[src/rtl/rpn_stack_alu.sv]
// RPN calculator core: a DEPTH x WIDTH operand stack driven by a two-state
// accept/execute controller, with sticky error flags for stack and arithmetic faults.
module rpn_stack_alu #(
  parameter int WIDTH = 8,
  parameter int DEPTH = 4,
  localparam int CW = $clog2(DEPTH + 1)
) (
  input  logic             CLOCK_50,
  input  logic             reset,
  input  logic             cmd_valid,
  input  logic [3:0]       cmd,
  input  logic [WIDTH-1:0] data_in,
  output logic             ready,
  output logic             done,
  output logic [WIDTH-1:0] top,
  output logic [WIDTH-1:0] next,
  output logic [CW-1:0]    count,
  output logic             err_over,
  output logic             err_under,
  output logic             err_ovf,
  output logic             err_illegal
);

  localparam int AW = (DEPTH > 1) ? $clog2(DEPTH) : 1;

  localparam logic [0:0] S_IDLE = 1'b0;
  localparam logic [0:0] S_EXEC = 1'b1;

  localparam logic [3:0] OP_PUSH  = 4'd0;
  localparam logic [3:0] OP_ADD   = 4'd1;
  localparam logic [3:0] OP_SUB   = 4'd2;
  localparam logic [3:0] OP_MUL   = 4'd3;
  localparam logic [3:0] OP_AND   = 4'd4;
  localparam logic [3:0] OP_OR    = 4'd5;
  localparam logic [3:0] OP_XOR   = 4'd6;
  localparam logic [3:0] OP_NEG   = 4'd7;
  localparam logic [3:0] OP_DUP   = 4'd8;
  localparam logic [3:0] OP_SWAP  = 4'd9;
  localparam logic [3:0] OP_DROP  = 4'd10;
  localparam logic [3:0] OP_CLEAR = 4'd11;

  localparam logic [WIDTH-1:0] MIN_NEG = {1'b1, {(WIDTH-1){1'b0}}};

  logic [0:0]       state;
  logic [3:0]       op;
  logic [WIDTH-1:0] operand;
  logic [WIDTH-1:0] mem [DEPTH];

  logic [AW-1:0]    idx_a, idx_b, idx_push;
  logic [WIDTH-1:0] a, b;
  logic             has1, has2, full;

  // Stack grows upward: entry count-1 is the top, count-2 the one below.
  assign idx_a    = AW'(count - CW'(1));
  assign idx_b    = AW'(count - CW'(2));
  assign idx_push = AW'(count);

  assign has1 = (count != '0);
  assign has2 = (count >= CW'(2));
  assign full = (count == CW'(DEPTH));

  assign a     = has1 ? mem[idx_a] : '0;
  assign b     = has2 ? mem[idx_b] : '0;
  assign top   = a;
  assign next  = b;
  assign ready = (state == S_IDLE);

  // Binary ALU on B (next) and A (top), with signed-overflow detection.
  logic [WIDTH:0]         sum_ext, diff_ext;
  logic [2*WIDTH-1:0]     prod;
  logic [WIDTH-1:0]       bin_res;
  logic                   bin_ovf;

  always_comb begin
    // NOTE: every always_comb output gets a default first so no path infers a latch.
    bin_res  = '0;
    bin_ovf  = 1'b0;
    sum_ext  = {b[WIDTH-1], b} + {a[WIDTH-1], a};
    diff_ext = {b[WIDTH-1], b} - {a[WIDTH-1], a};
    prod     = $signed({{WIDTH{b[WIDTH-1]}}, b}) * $signed({{WIDTH{a[WIDTH-1]}}, a});
    case (op)
      OP_ADD: begin
        bin_res = sum_ext[WIDTH-1:0];
        bin_ovf = sum_ext[WIDTH] ^ sum_ext[WIDTH-1];
      end
      OP_SUB: begin
        bin_res = diff_ext[WIDTH-1:0];
        bin_ovf = diff_ext[WIDTH] ^ diff_ext[WIDTH-1];
      end
      OP_MUL: begin
        bin_res = prod[WIDTH-1:0];
        bin_ovf = (prod[2*WIDTH-1:WIDTH-1] != {(WIDTH+1){prod[WIDTH-1]}});
      end
      OP_AND:  bin_res = b & a;
      OP_OR:   bin_res = b | a;
      OP_XOR:  bin_res = b ^ a;
      default: bin_res = '0;
    endcase
  end

  // Command decode: up to two stack writes, the next count, and flag updates.
  logic             wr_a_en, wr_b_en;
  logic [AW-1:0]    wr_a_idx, wr_b_idx;
  logic [WIDTH-1:0] wr_a_data, wr_b_data;
  logic [CW-1:0]    count_nxt;
  logic             set_over, set_under, set_ovf, set_illegal, clear_flags;

  always_comb begin
    wr_a_en     = 1'b0;
    wr_a_idx    = idx_a;
    wr_a_data   = '0;
    wr_b_en     = 1'b0;
    wr_b_idx    = idx_b;
    wr_b_data   = '0;
    count_nxt   = count;
    set_over    = 1'b0;
    set_under   = 1'b0;
    set_ovf     = 1'b0;
    set_illegal = 1'b0;
    clear_flags = 1'b0;
    case (op)
      OP_PUSH: begin
        if (full) begin
          set_over = 1'b1;
        end else begin
          wr_a_en   = 1'b1;
          wr_a_idx  = idx_push;
          wr_a_data = operand;
          count_nxt = count + CW'(1);
        end
      end
      OP_ADD, OP_SUB, OP_MUL, OP_AND, OP_OR, OP_XOR: begin
        if (!has2) begin
          set_under = 1'b1;
        end else begin
          wr_b_en   = 1'b1;
          wr_b_data = bin_res;
          set_ovf   = bin_ovf;
          count_nxt = count - CW'(1);
        end
      end
      OP_NEG: begin
        if (!has1) begin
          set_under = 1'b1;
        end else begin
          wr_a_en   = 1'b1;
          wr_a_data = '0 - a;
          set_ovf   = (a == MIN_NEG);
        end
      end
      OP_DUP: begin
        if (!has1) begin
          set_under = 1'b1;
        end else if (full) begin
          set_over = 1'b1;
        end else begin
          wr_a_en   = 1'b1;
          wr_a_idx  = idx_push;
          wr_a_data = a;
          count_nxt = count + CW'(1);
        end
      end
      OP_SWAP: begin
        if (!has2) begin
          set_under = 1'b1;
        end else begin
          wr_a_en   = 1'b1;
          wr_a_data = b;
          wr_b_en   = 1'b1;
          wr_b_data = a;
        end
      end
      OP_DROP: begin
        if (!has1) set_under = 1'b1;
        else       count_nxt = count - CW'(1);
      end
      OP_CLEAR: begin
        count_nxt   = '0;
        clear_flags = 1'b1;
      end
      default: set_illegal = 1'b1;
    endcase
  end

  always_ff @(posedge CLOCK_50) begin
    // NOTE: sequential state uses non-blocking assignments so every register samples pre-edge values.
    if (reset) begin
      state       <= S_IDLE;
      done        <= 1'b0;
      count       <= '0;
      op          <= '0;
      operand     <= '0;
      err_over    <= 1'b0;
      err_under   <= 1'b0;
      err_ovf     <= 1'b0;
      err_illegal <= 1'b0;
    end else begin
      done <= 1'b0;
      if (state == S_IDLE) begin
        if (cmd_valid) begin
          op      <= cmd;
          operand <= data_in;
          state   <= S_EXEC;
        end
      end else begin
        state <= S_IDLE;
        done  <= 1'b1;
        count <= count_nxt;
        if (clear_flags) begin
          err_over    <= 1'b0;
          err_under   <= 1'b0;
          err_ovf     <= 1'b0;
          err_illegal <= 1'b0;
        end else begin
          err_over    <= err_over    | set_over;
          err_under   <= err_under   | set_under;
          err_ovf     <= err_ovf     | set_ovf;
          err_illegal <= err_illegal | set_illegal;
        end
      end
    end
  end

  // NOTE: the stack array has no reset; count alone decides which entries are valid.
  always_ff @(posedge CLOCK_50) begin
    if (!reset && state == S_EXEC) begin
      if (wr_a_en) mem[wr_a_idx] <= wr_a_data;
      if (wr_b_en) mem[wr_b_idx] <= wr_b_data;
    end
  end

endmodule

[config.mk]
export PLATFORM = sky130hd
export DESIGN_NAME = rpn_stack_alu
export DESIGN_NICKNAME = d
export VERILOG_FILES = /design/src/rtl/rpn_stack_alu.sv
export SDC_FILE = /design/constraint.sdc
export NUM_CORES = 1
export LEC_CHECK = 0
export CAP_MARGIN = 20
export CORE_MARGIN = 8
export CORE_UTILIZATION = 40
export DETAILED_ROUTE_END_ITERATION = 6
export SYNTH_ARGS = -nofsm -noshare
export SYNTH_HDL_FRONTEND = slang
export SYNTH_SLANG_ARGS = --single-unit
[constraint.sdc]
create_clock -name CLOCK_50 -period 6.3 [get_ports CLOCK_50]
set_input_delay 0.63 -clock CLOCK_50 [delete_from_list [all_inputs] [get_ports CLOCK_50]]
set_output_delay 0.63 -clock CLOCK_50 [all_outputs]
set_load 0.1 [all_outputs]
== Word level (Yosys, flattened, before mapping) ==
Memory sizes are Yosys's and may differ from the RTL's.
Cells that the tools add are included.

* Memories kept: 1
* Register bits after elaboration: 21
* Output and inout port bits: 25
* Word-level logic and storage cells: 107
* Bits in writable memories: 32

{| class="wikitable"
|+ Memory list
! name !! words !! width !! read ports !! clocked after Yosys merged registers in !! write ports !! line !! source
|-
| mem || 4 || 8 || 2 || 0 || 2 || 47 || <nowiki>logic [WIDTH-1:0] mem [DEPTH];</nowiki>
|}

* Bitwise gates (word level): 10
* Eq/ne operators: 17
* $add $sub $neg: 6
* $mul: 1
* Mux-type cells: 50
* Reductions and logical operators: 12
* Order comparisons: 1

{| class="wikitable"
|+ Operator list
! cell !! number
|-
| two-way mux 8 bit || 9
|-
| case mux 8 bit (6 select lines) || 1
|-
| case mux 8 bit (4 select lines) || 1
|-
| two-way mux 1 bit || 25
|-
| equality test 4 x 3 -> 1 bit (second input constant) || 4
|-
| equality test 4 bit (second input constant) || 4
|-
| multiplier 8 x 8 -> 16 bit || 1
|-
| case mux 8 bit (2 select lines) || 1
|-
| case mux 3 bit (5 select lines) || 1
|-
| two-way mux 3 bit || 4
|-
| OR reduction 12 bit || 1
|-
| adder 8 x 8 -> 9 bit || 1
|-
| subtractor 8 x 8 -> 9 bit || 1
|-
| AND 8 bit || 1
|-
| equality test 4 x 2 -> 1 bit (second input constant) || 2
|-
| equality test 8 bit (second input constant) || 1
|-
| inequality test 8 bit || 1
|-
| OR 8 bit || 1
|-
| subtractor 1 x 8 -> 8 bit (first input constant) || 1
|-
| bitwise XOR 8 bit || 1
|-
| OR reduction 7 bit || 1
|-
| inequality test 2 bit (second input constant) || 3
|-
| case mux 1 bit (2 select lines) || 3
|-
| OR reduction 6 bit || 1
|-
| 22 further kinds || 27
|}

== Logic depth before layout (Yosys ltp) ==
Gate-level depths: netlist (run 1).
An unclocked memory read counts as a cell.

* Word-level depth: 10
* Depth in mapped cells: 27

== Least setup slack after synthesis (run 1) ==
Ideal clock, no wire load.

* Path type: register to register
* Start point: register count[0]
* End point: register err_ovf
* Setup slack: -1.886 ns
* Required time: 6.166 ns
* Arrival time: 8.052 ns
* Cell stages (with the launch flop): 25
* Cell sequence: dfxtp_1 buf_6 buf_2 inv_1 ha_1 clkbuf_1 mux4_2 and2_1 clkbuf_1 ha_1 inv_1 fa_1 fa_1 fa_1 fa_1 inv_1 ha_1 a211oi_1 o21bai_1 nand2_1 xor2_1 or4_1 mux2i_1 o2111a_1 o221ai_2

* Longest elaborated chain between the ends: 10
* Elaborated cells between the ends (all ways): 20
* Those cells by class: 4 x add/sub; 1 x mul; 1 x order compare; 2 x eq/ne; 7 x mux; 3 x bitwise; 1 x reduce/logical; 1 x memory

{| class="wikitable"
|+ Ends and longest elaborated chain
! what !! line !! source
|-
| start: declaration || 17 || <nowiki>output logic [CW-1:0] count,</nowiki>
|-
| start signal: assignment || 208 || <nowiki>count <= count_nxt;</nowiki>
|-
| subtractor 3 x 1 -> 3 bit || n/a ||
|-
| memory read (4 x 8 bit) || n/a ||
|-
| two-way mux 8 bit * || 62 || <nowiki>assign a = has1 ? mem[idx_a] : '0;</nowiki>
|-
| named net top[4] || 15 || <nowiki>output logic [WIDTH-1:0] top,</nowiki>
|-
| multiplier 8 x 8 -> 16 bit, or another cell as far along || 80 || <nowiki>prod = $signed({{WIDTH{b[WIDTH-1]}}, b}) * $signed({{WIDTH{a[WIDTH-1]}}, a});</nowiki>
|-
| inequality test 8 bit, or another cell as far along || 92 || <nowiki>bin_ovf = (prod[2*WIDTH-1:WIDTH-1] != {(WIDTH+1){prod[WIDTH-1]}});</nowiki>
|-
| case mux 1 bit (3 select lines) || 81 || <nowiki>case (op)</nowiki>
|-
| two-way mux 1 bit || 133 || <nowiki>if (!has2) begin</nowiki>
|-
| case mux 1 bit (2 select lines) * || 121 || <nowiki>case (op)</nowiki>
|-
| OR 1 bit * || 217 || <nowiki>err_ovf <= err_ovf | set_ovf;</nowiki>
|-
| two-way mux 1 bit * || 209 || <nowiki>if (clear_flags) begin</nowiki>
|-
| end signal: assignment || 217 ||
|-
| end: declaration || 20 || <nowiki>output logic err_ovf,</nowiki>
|}

The timed path passes the listed nets; every way through them passes the cells marked *.
A chain may end at the register's enable or synchronous reset.

== Worst setup path after layout (run 1) ==
* Start point: register count[0]
* End point: register err_ovf

* Longest elaborated chain between the ends: 10
* Elaborated cells between the ends (all ways): 20
* Those cells by class: 4 x add/sub; 1 x mul; 1 x order compare; 2 x eq/ne; 7 x mux; 3 x bitwise; 1 x reduce/logical; 1 x memory

{| class="wikitable"
|+ Ends and longest elaborated chain
! what !! line
|-
| subtractor 3 x 1 -> 3 bit or subtractor 2 bit (tied branches) || n/a
|-
| memory read (4 x 8 bit) || n/a
|-
| two-way mux 8 bit, on equally long branches || 62, 63
|-
| multiplier 8 x 8 -> 16 bit, or another cell as far along || 80
|-
| inequality test 8 bit, or another cell as far along || 92
|-
| case mux 1 bit (3 select lines) || 81
|-
| two-way mux 1 bit || 133
|-
| case mux 1 bit (2 select lines) * || 121
|-
| OR 1 bit * || 217
|-
| two-way mux 1 bit * || 209
|}

Every way passes the cells marked *; elsewhere a longest branch is shown, timed or not.

==> results.cfg, run 1 <==
[outcome]
status = finished clean

[setup_path]
cp_slowest_cell = mux4_1
reg2regPathDepth = 21
r2r_slack_ns = 0.26
path_max_fanout = 12
r2r-end = err_ovf$_SDFFE_PP0P_
cp_cell_sequence = buf_4 > mux4_1 > and2_2 > inv_2 > nor2_1 > fa_1 > inv_1 > fa_1 > fa_1 > fa_1 > inv_1 > ha_1 > nor2_1 > o311ai_0 > buf_4 > a31oi_1 > nor2b_1 > nand2_1 > a2bb2oi_1 > o2111a_1 > o221ai_2
required_ns = 6.47
worstSetupStartpointType = register
cp.arrival_ns = 6.21
r2r_start = count[0]$_SDFFE_PP0P_
worst_path_largest_cell_delay_ns = 0.67
crit_top_cell = fa_1
critical_path.top_delay_family = adder cells
crit_type = register to register
end_kind = register
path_buf_inv = 5
path_depth = 21

[finish]
area_growth_pct = 14.2
fillers = 1676
regArea_mm2 = 0.00139
finish.utilization_pct = 46.7
nets = 989
n_antenna_cell = 0
multi_input_area_mm2 = 0.00520
final_layout_size_suffix_gt1_share_pct = 11.7

[synth]
synth-edff-count = 32
synth_xor_area_share_pct = 2.98
synth.net_count = 953
yosysMostFrequentCell = inv_1
synth_compound_area_share_pct = 17.0
yosys-top-cells-area = fa_1 (16%), edfxtp_1 (14%), ha_1 (11%)
async_reset_ff_share_pct = 0
ys_seq_elements = 53
muxShareOfSynthArea_pct = 8.08
synth_simple_gate_area_share_pct = 17.4
syn_inst = 821
synth_commonest_cells = inv_1 (101), nor2_1 (100), nand2_1 (94)
yosysTopAreaCell = fa_1
ys.flop_type = edfxtp_1
synthAdderAreaFrac_pct = 26.9
synth_top_family_by_area = adder cells
synth_area_mm2 = 0.00705
syn_avg_cell_area_um2 = 8.58
synth_cell_types = 78
seq_area_frac_synth_pct = 19.6
yosys_warnings = 0
yosysTopAreaCellShare_pct = 16.2

[routing]
firstDrtPassIters = 6
via_per_inst = 5.55
num_vias = 6011
ant_nets = 0
wl_per_cell_um = 19.0
first_iter_violations = 664
wirelength_mm = 20.6
drcViolationCount = 0

[floorplan]
pin_count = 40
core_area_mm2 = 0.0172
initial_utilization_pct = 40.9
row_count = 48
fp.dieH_um = 149
die_w_um = 149
die_area_mm2 = 0.0221

[sta]
hold_viol_final = 0
drv_slew = 0
relSlewSlack_pct = 26.6
clock_skew_ns = 0.00776
setup_tns_ns = 0
setup_viol = 0
fin_crit_ns = 6.04
tightest_slew_ns = 1.09
clock.fmax_mhz = 166
rsz0062_at_grt = no
fin_crit_sh_pct = 95.8

[clock_network]
post_cts_buffers = 0
tritoncts = built
insertion_delay_ns = 0.29
clk_transition_reported_paths_ns = 0.07
htree_num_levels = 2
cts_max_path_buffers = 2
cts_root_buf = clkbuf_16
cts-buffers-inserted = 5
cts.sinks = 53

[hold_path]
hold_depth = 2
hold_class = register to register
hp-start = operand[0]$_SDFFE_PP0P_
holdPathEnd = operand[0]$_SDFFE_PP0P_

[global_routing]
grt_first_pass_wirelength_mm = 33.2
grt_usage_pct = 19.0
antenna_found_initial = 0
grt-ovfl-total = 0
grt_max_degree = 22
first_global_vias = 5932

[place]
dp_hpwl_mm = 16.6
portBuffers = 39
gp_congestion = 0.899

[job]
drv_cap = 0

[pwr]
ir_drop_v = 0.000106
cellPowerDensity_mw_per_mm2 = 154
power_uw = 1240
total_leakage_power_uw = 0.00326
## state kept, by name, indices dropped and copies added (netlist names)
name / count
count: 3
done: 1
err_illegal: 1
err_over: 1
err_ovf: 1
err_under: 1
mem: 32
op: 4
operand: 8
state: 1
## kinds of logic (layout without fill, tap and decap cells)
logic type	count (synthesis)	count (layout)
and+or+nand+nor	271	271
AOI/OAI and AO/OA	175	175
buffers and inverters	143	180
adders and majority gates	117	117
DFF	53	53
muxes	38	38
xor gates and xnor gates	24	24
## through the flow
stage               cell area [µm²]  hold WS, ns  worst slack, ns  instances
floorplan                      7240        0.436           0.0149        821
global placement               7880        0.447            0.224       1075
detailed placement             7880        0.463            0.182       1075
CTS                            8040        0.472            0.161       1083
global route                   8050        0.487          0.00652       1083
finish                         8050        0.475            0.262       1083
## worst min-delay path: cells and delay by family, from the launching register on
kind | cells | cell delay (ns)
and+or+nand+nor | 1 | 0.05
AOI/OAI and AO/OA | 1 | 0.05
DFF | 1 | 0.32
## cell type report
| type | instances | share of cell area [%] |
|---|---|---|
| clock inverter | 2 | 0.420 |
| tap | 225 | 3.50 |
| sequential | 53 | 17.3 |
| inverter | 106 | 5.21 |
| timing repair buffer | 66 | 7.37 |
| multi-input combinational | 625 | 64.6 |
| clock buffer | 6 | 1.60 |
## cells in the final DEF (no fill, tap or decap), types with 5 or more instances in the layout
master / n
a21o_1: 11
a21oi_1: 60
a221oi_1: 5
a22oi_1: 12
a31oi_1: 5
and2_1: 11
buf_4: 27
clkbuf_16: 5
clkdlybuf4s50_1: 39
clkinvlp_4: 5
dfxtp_1: 18
edfxtp_1: 32
fa_1: 57
ha_1: 55
ha_4: 5
inv_1: 93
inv_2: 6
mux2i_1: 21
mux4_2: 13
nand2_1: 91
nand2b_1: 10
nand3_1: 6
nor2_1: 99
nor2b_1: 9
nor3_1: 11
o21ai_0: 17
o21ai_1: 5
o22ai_1: 6
xnor2_1: 16
xor2_1: 8
## how the worst max path moves through the flow
stage,from,end,slack [ns]
after floorplan,count[0]$_SDFFE_PP0P_,err_ovf$_SDFFE_PP0P_,0.01
after global placement,count[0]$_SDFFE_PP0P_,err_ovf$_SDFFE_PP0P_,0.22
after detailed placement,count[0]$_SDFFE_PP0P_,err_ovf$_SDFFE_PP0P_,0.18
after CTS,count[0]$_SDFFE_PP0P_,err_ovf$_SDFFE_PP0P_,0.16
after global routing,count[0]$_SDFFE_PP0P_,err_ovf$_SDFFE_PP0P_,0.007
final,count[0]$_SDFFE_PP0P_,err_ovf$_SDFFE_PP0P_,0.26
## layer usage
| layer | vias up | routed length (µm) | GRT usage (%) |
|---|---|---|---|
| li1 | 2885 | - | - |
| met1 | 2872 | 9670 | 27.6 |
| met2 | 225 | 9150 | 29.1 |
| met3 | 29 | 1400 | 2.98 |
| met4 | 0 | 372 | 4.23 |
| met5 | - | 0 | 0 |
## timing repair
| action | in CTS | in global routing |
|---|---|---|
| gates resized for setup | 0 | 6 |
| hold buffers | 0 | 0 |
| setup endpoints to repair | 0 | 1 |
## power breakdown
part / switching [µW] / leakage [µW] / internal [µW]
logic: 341 / 0.00271 / 198
clock network: 124 / 0.0000785 / 187
registers: 15.1 / 0.000470 / 377
total: 480 / 0.00326 / 762
Power figures use the tool's default switching activity.
==> inputs of run 2 (changes only) <==
--- a/config.mk
+++ b/config.mk
@@ -7,8 +7,9 @@
 export LEC_CHECK = 0
 export CAP_MARGIN = 20
 export CORE_MARGIN = 8
-export CORE_UTILIZATION = 40
+export CORE_UTILIZATION = 56
 export DETAILED_ROUTE_END_ITERATION = 6
+export PLACE_DENSITY = 0.78
 export SYNTH_ARGS = -nofsm -noshare
 export SYNTH_HDL_FRONTEND = slang
 export SYNTH_SLANG_ARGS = --single-unit
==> results.cfg, run 2 (synthesis results as in run 1) <==
[clock_network]
clk_transition_reported_paths_ns = 0.07
cts_max_path_buffers = 2
ctsHoldBuffers = 0
cts_root_buf = clkbuf_16
cts.sinks = 53
tritoncts = built
cts-buffers-inserted = 5
insertion_delay_ns = 0.30
htree_num_levels = 2

[floorplan]
die_w_um = 128
initial_utilization_pct = 56.5
fp.dieH_um = 128
core_area_mm2 = 0.0125
die_area_mm2 = 0.0164
pin_count = 40
row_count = 41

[sta]
setup_viol = 0
clock.fmax_mhz = 165
tightest_slew_ns = 0.998
relSlewSlack_pct = 33.3
fin_crit_sh_pct = 96.0
clock_skew_ns = 0.00904
rsz0062_at_grt = no
drv_slew = 0
hold_viol_final = 0
fin_crit_ns = 6.05

[setup_path]
cp.arrival_ns = 6.23
reg2regPathDepth = 22
end_kind = register
path_max_fanout = 10
crit_top_cell = inv_1
required_ns = 6.48
cp_slowest_cell = fa_1
crit_type = register to register
worst_path_largest_cell_delay_ns = 0.60
worstSetupStartpointType = register
cp_cell_sequence = inv_1 > ha_4 > mux4_2 > and2_4 > ha_2 > inv_1 > fa_1 > fa_1 > inv_1 > ha_1 > inv_1 > fa_1 > inv_1 > ha_1 > a211oi_4 > o21bai_1 > a21oi_1 > xnor2_1 > or4_1 > mux2i_1 > o2111a_1 > o221ai_2

[pwr]
cellPowerDensity_mw_per_mm2 = 156
total_leakage_power_uw = 0.00326
ir_drop_v = 0.000116
power_uw = 1240

[outcome]
status = finished clean

[finish]
top_register = mem
area_growth_pct = 13.3
final_common_cell = nor2_1
largest_reg_flops = 32
n_antenna_cell = 0
layout_common_cells = nor2_1 (98), inv_1 (93), nand2_1 (91)
final_layout_size_suffix_gt1_share_pct = 12.1
reg_top3 = mem: 32 flops, operand: 8 flops, op: 4 flops
finish.utilization_pct = 64.0
nets = 985

[routing]
wl_per_cell_um = 20.2
drcViolationCount = 0
routed.top_layer = met4
wirelength_mm = 20.7
wl_met2_mm = 9.62
first_iter_violations = 739
firstDrtPassIters = 5
ant_nets = 0
wl_met1_mm = 8.68
via_per_inst = 6.21
met3_length_mm = 1.96
num_vias = 6371

[hold_path]
hold_depth = 2
hold_class = register to register

[place]
portBuffers = 39
gp_congestion = 1.02
dp_hpwl_mm = 16.5

[global_routing]
grt_max_degree = 22
grt-ovfl-total = 0
grt_first_pass_wirelength_mm = 33.8
grt_usage_pct = 26.0
antenna_found_initial = 0
first_global_vias = 6338

[job]
drv_cap = 0
## run 2: changes by cell type in the layout (fill, tap and decap cells not counted), moves of 2 or more
cell / change
and2_4: +2
buf_4: -5
inv_4: +2
o21ai_1: -4
o21ai_0: +4
## run 2: path summary, 6_finish.rpt
kind	from	to	slack, ns
worst max-delay path	count[1]$_SDFFE_PP0P_	err_ovf$_SDFFE_PP0P_	0.25
worst min-delay path	err_over$_SDFFE_PP0P_	err_over$_SDFFE_PP0P_	0.50
worst max register to register	count[1]$_SDFFE_PP0P_	err_ovf$_SDFFE_PP0P_	0.25
worst min register to register	err_over$_SDFFE_PP0P_	err_over$_SDFFE_PP0P_	0.50
## run 2: critical path: cells and delay by family, from the launching register on
| family | cells | cell delay [ns] |
|---|---|---|
| XOR/XNOR | 1 | 0.11 |
| buffers and inverters | 5 | 0.40 |
| flip-flops | 1 | 0.41 |
| multiplexers | 2 | 0.45 |
| AND/OR/NAND/NOR | 2 | 0.73 |
| adder cells (fa/ha/maj) | 7 | 2.79 |
| AO/OA/AOI/OAI | 5 | 1.02 |
## run 2: final cells by class
type	instances	area, µm²
clock buffer	6	150
tap	172	215
sequential	53	1390
timing repair buffer	62	567
multi-input combinational	625	5220
clock inverter	2	13.8
inverter	106	423
fill	1038	4480
## run 2: timing repair
item | 4_1_cts | 5_1_grt
buffers inserted | 0 | 6
pin swaps | 0 | 1
gates resized for setup | 6 | 13
setup endpoints to repair | 5 | 5
## run 2: report_power, final
part / switching, µW / internal (µW)
clock network: 128 / 172
registers: 17.2 / 377
logic: 352 / 195
total: 497 / 744
## run 2: layer usage
layer / global-route usage [%] / vias to the layer above
met1: 36.0 / 3053
met3: 4.49 / 51
met2: 40.9 / 389
met5: 0 / -
li1: - / 2878
met4: 6.78 / 0
## run 2: per-stage QoR
stage | setup TNS [ns] | instances | area [µm²] | hold slack, ns | worst slack [ns]
6_report | 0 | 1026 | 7980 | 0.495 | 0.252
5_1_grt | 0 | 1026 | 7980 | 0.515 | 0.0287
4_1_cts | 0 | 1020 | 7910 | 0.498 | 0.0456
3_5_place_dp | -0.188 | 1012 | 7730 | 0.474 | -0.186
3_3_place_gp | -0.0242 | 1012 | 7730 | 0.467 | -0.0242
2_1_floorplan | 0 | 821 | 7240 | 0.436 | 0.0149
==> inputs of run 3 (changes only) <==
--- a/config.mk
+++ b/config.mk
@@ -8,6 +8,7 @@
 export CAP_MARGIN = 20
 export CORE_MARGIN = 8
 export CORE_UTILIZATION = 56
+export CTS_CLUSTER_DIAMETER = 50
 export DETAILED_ROUTE_END_ITERATION = 6
 export PLACE_DENSITY = 0.78
 export SYNTH_ARGS = -nofsm -noshare
==> results of run 3 <==
Same layout as run 2: the final DEF is identical, and so are final timing and power.
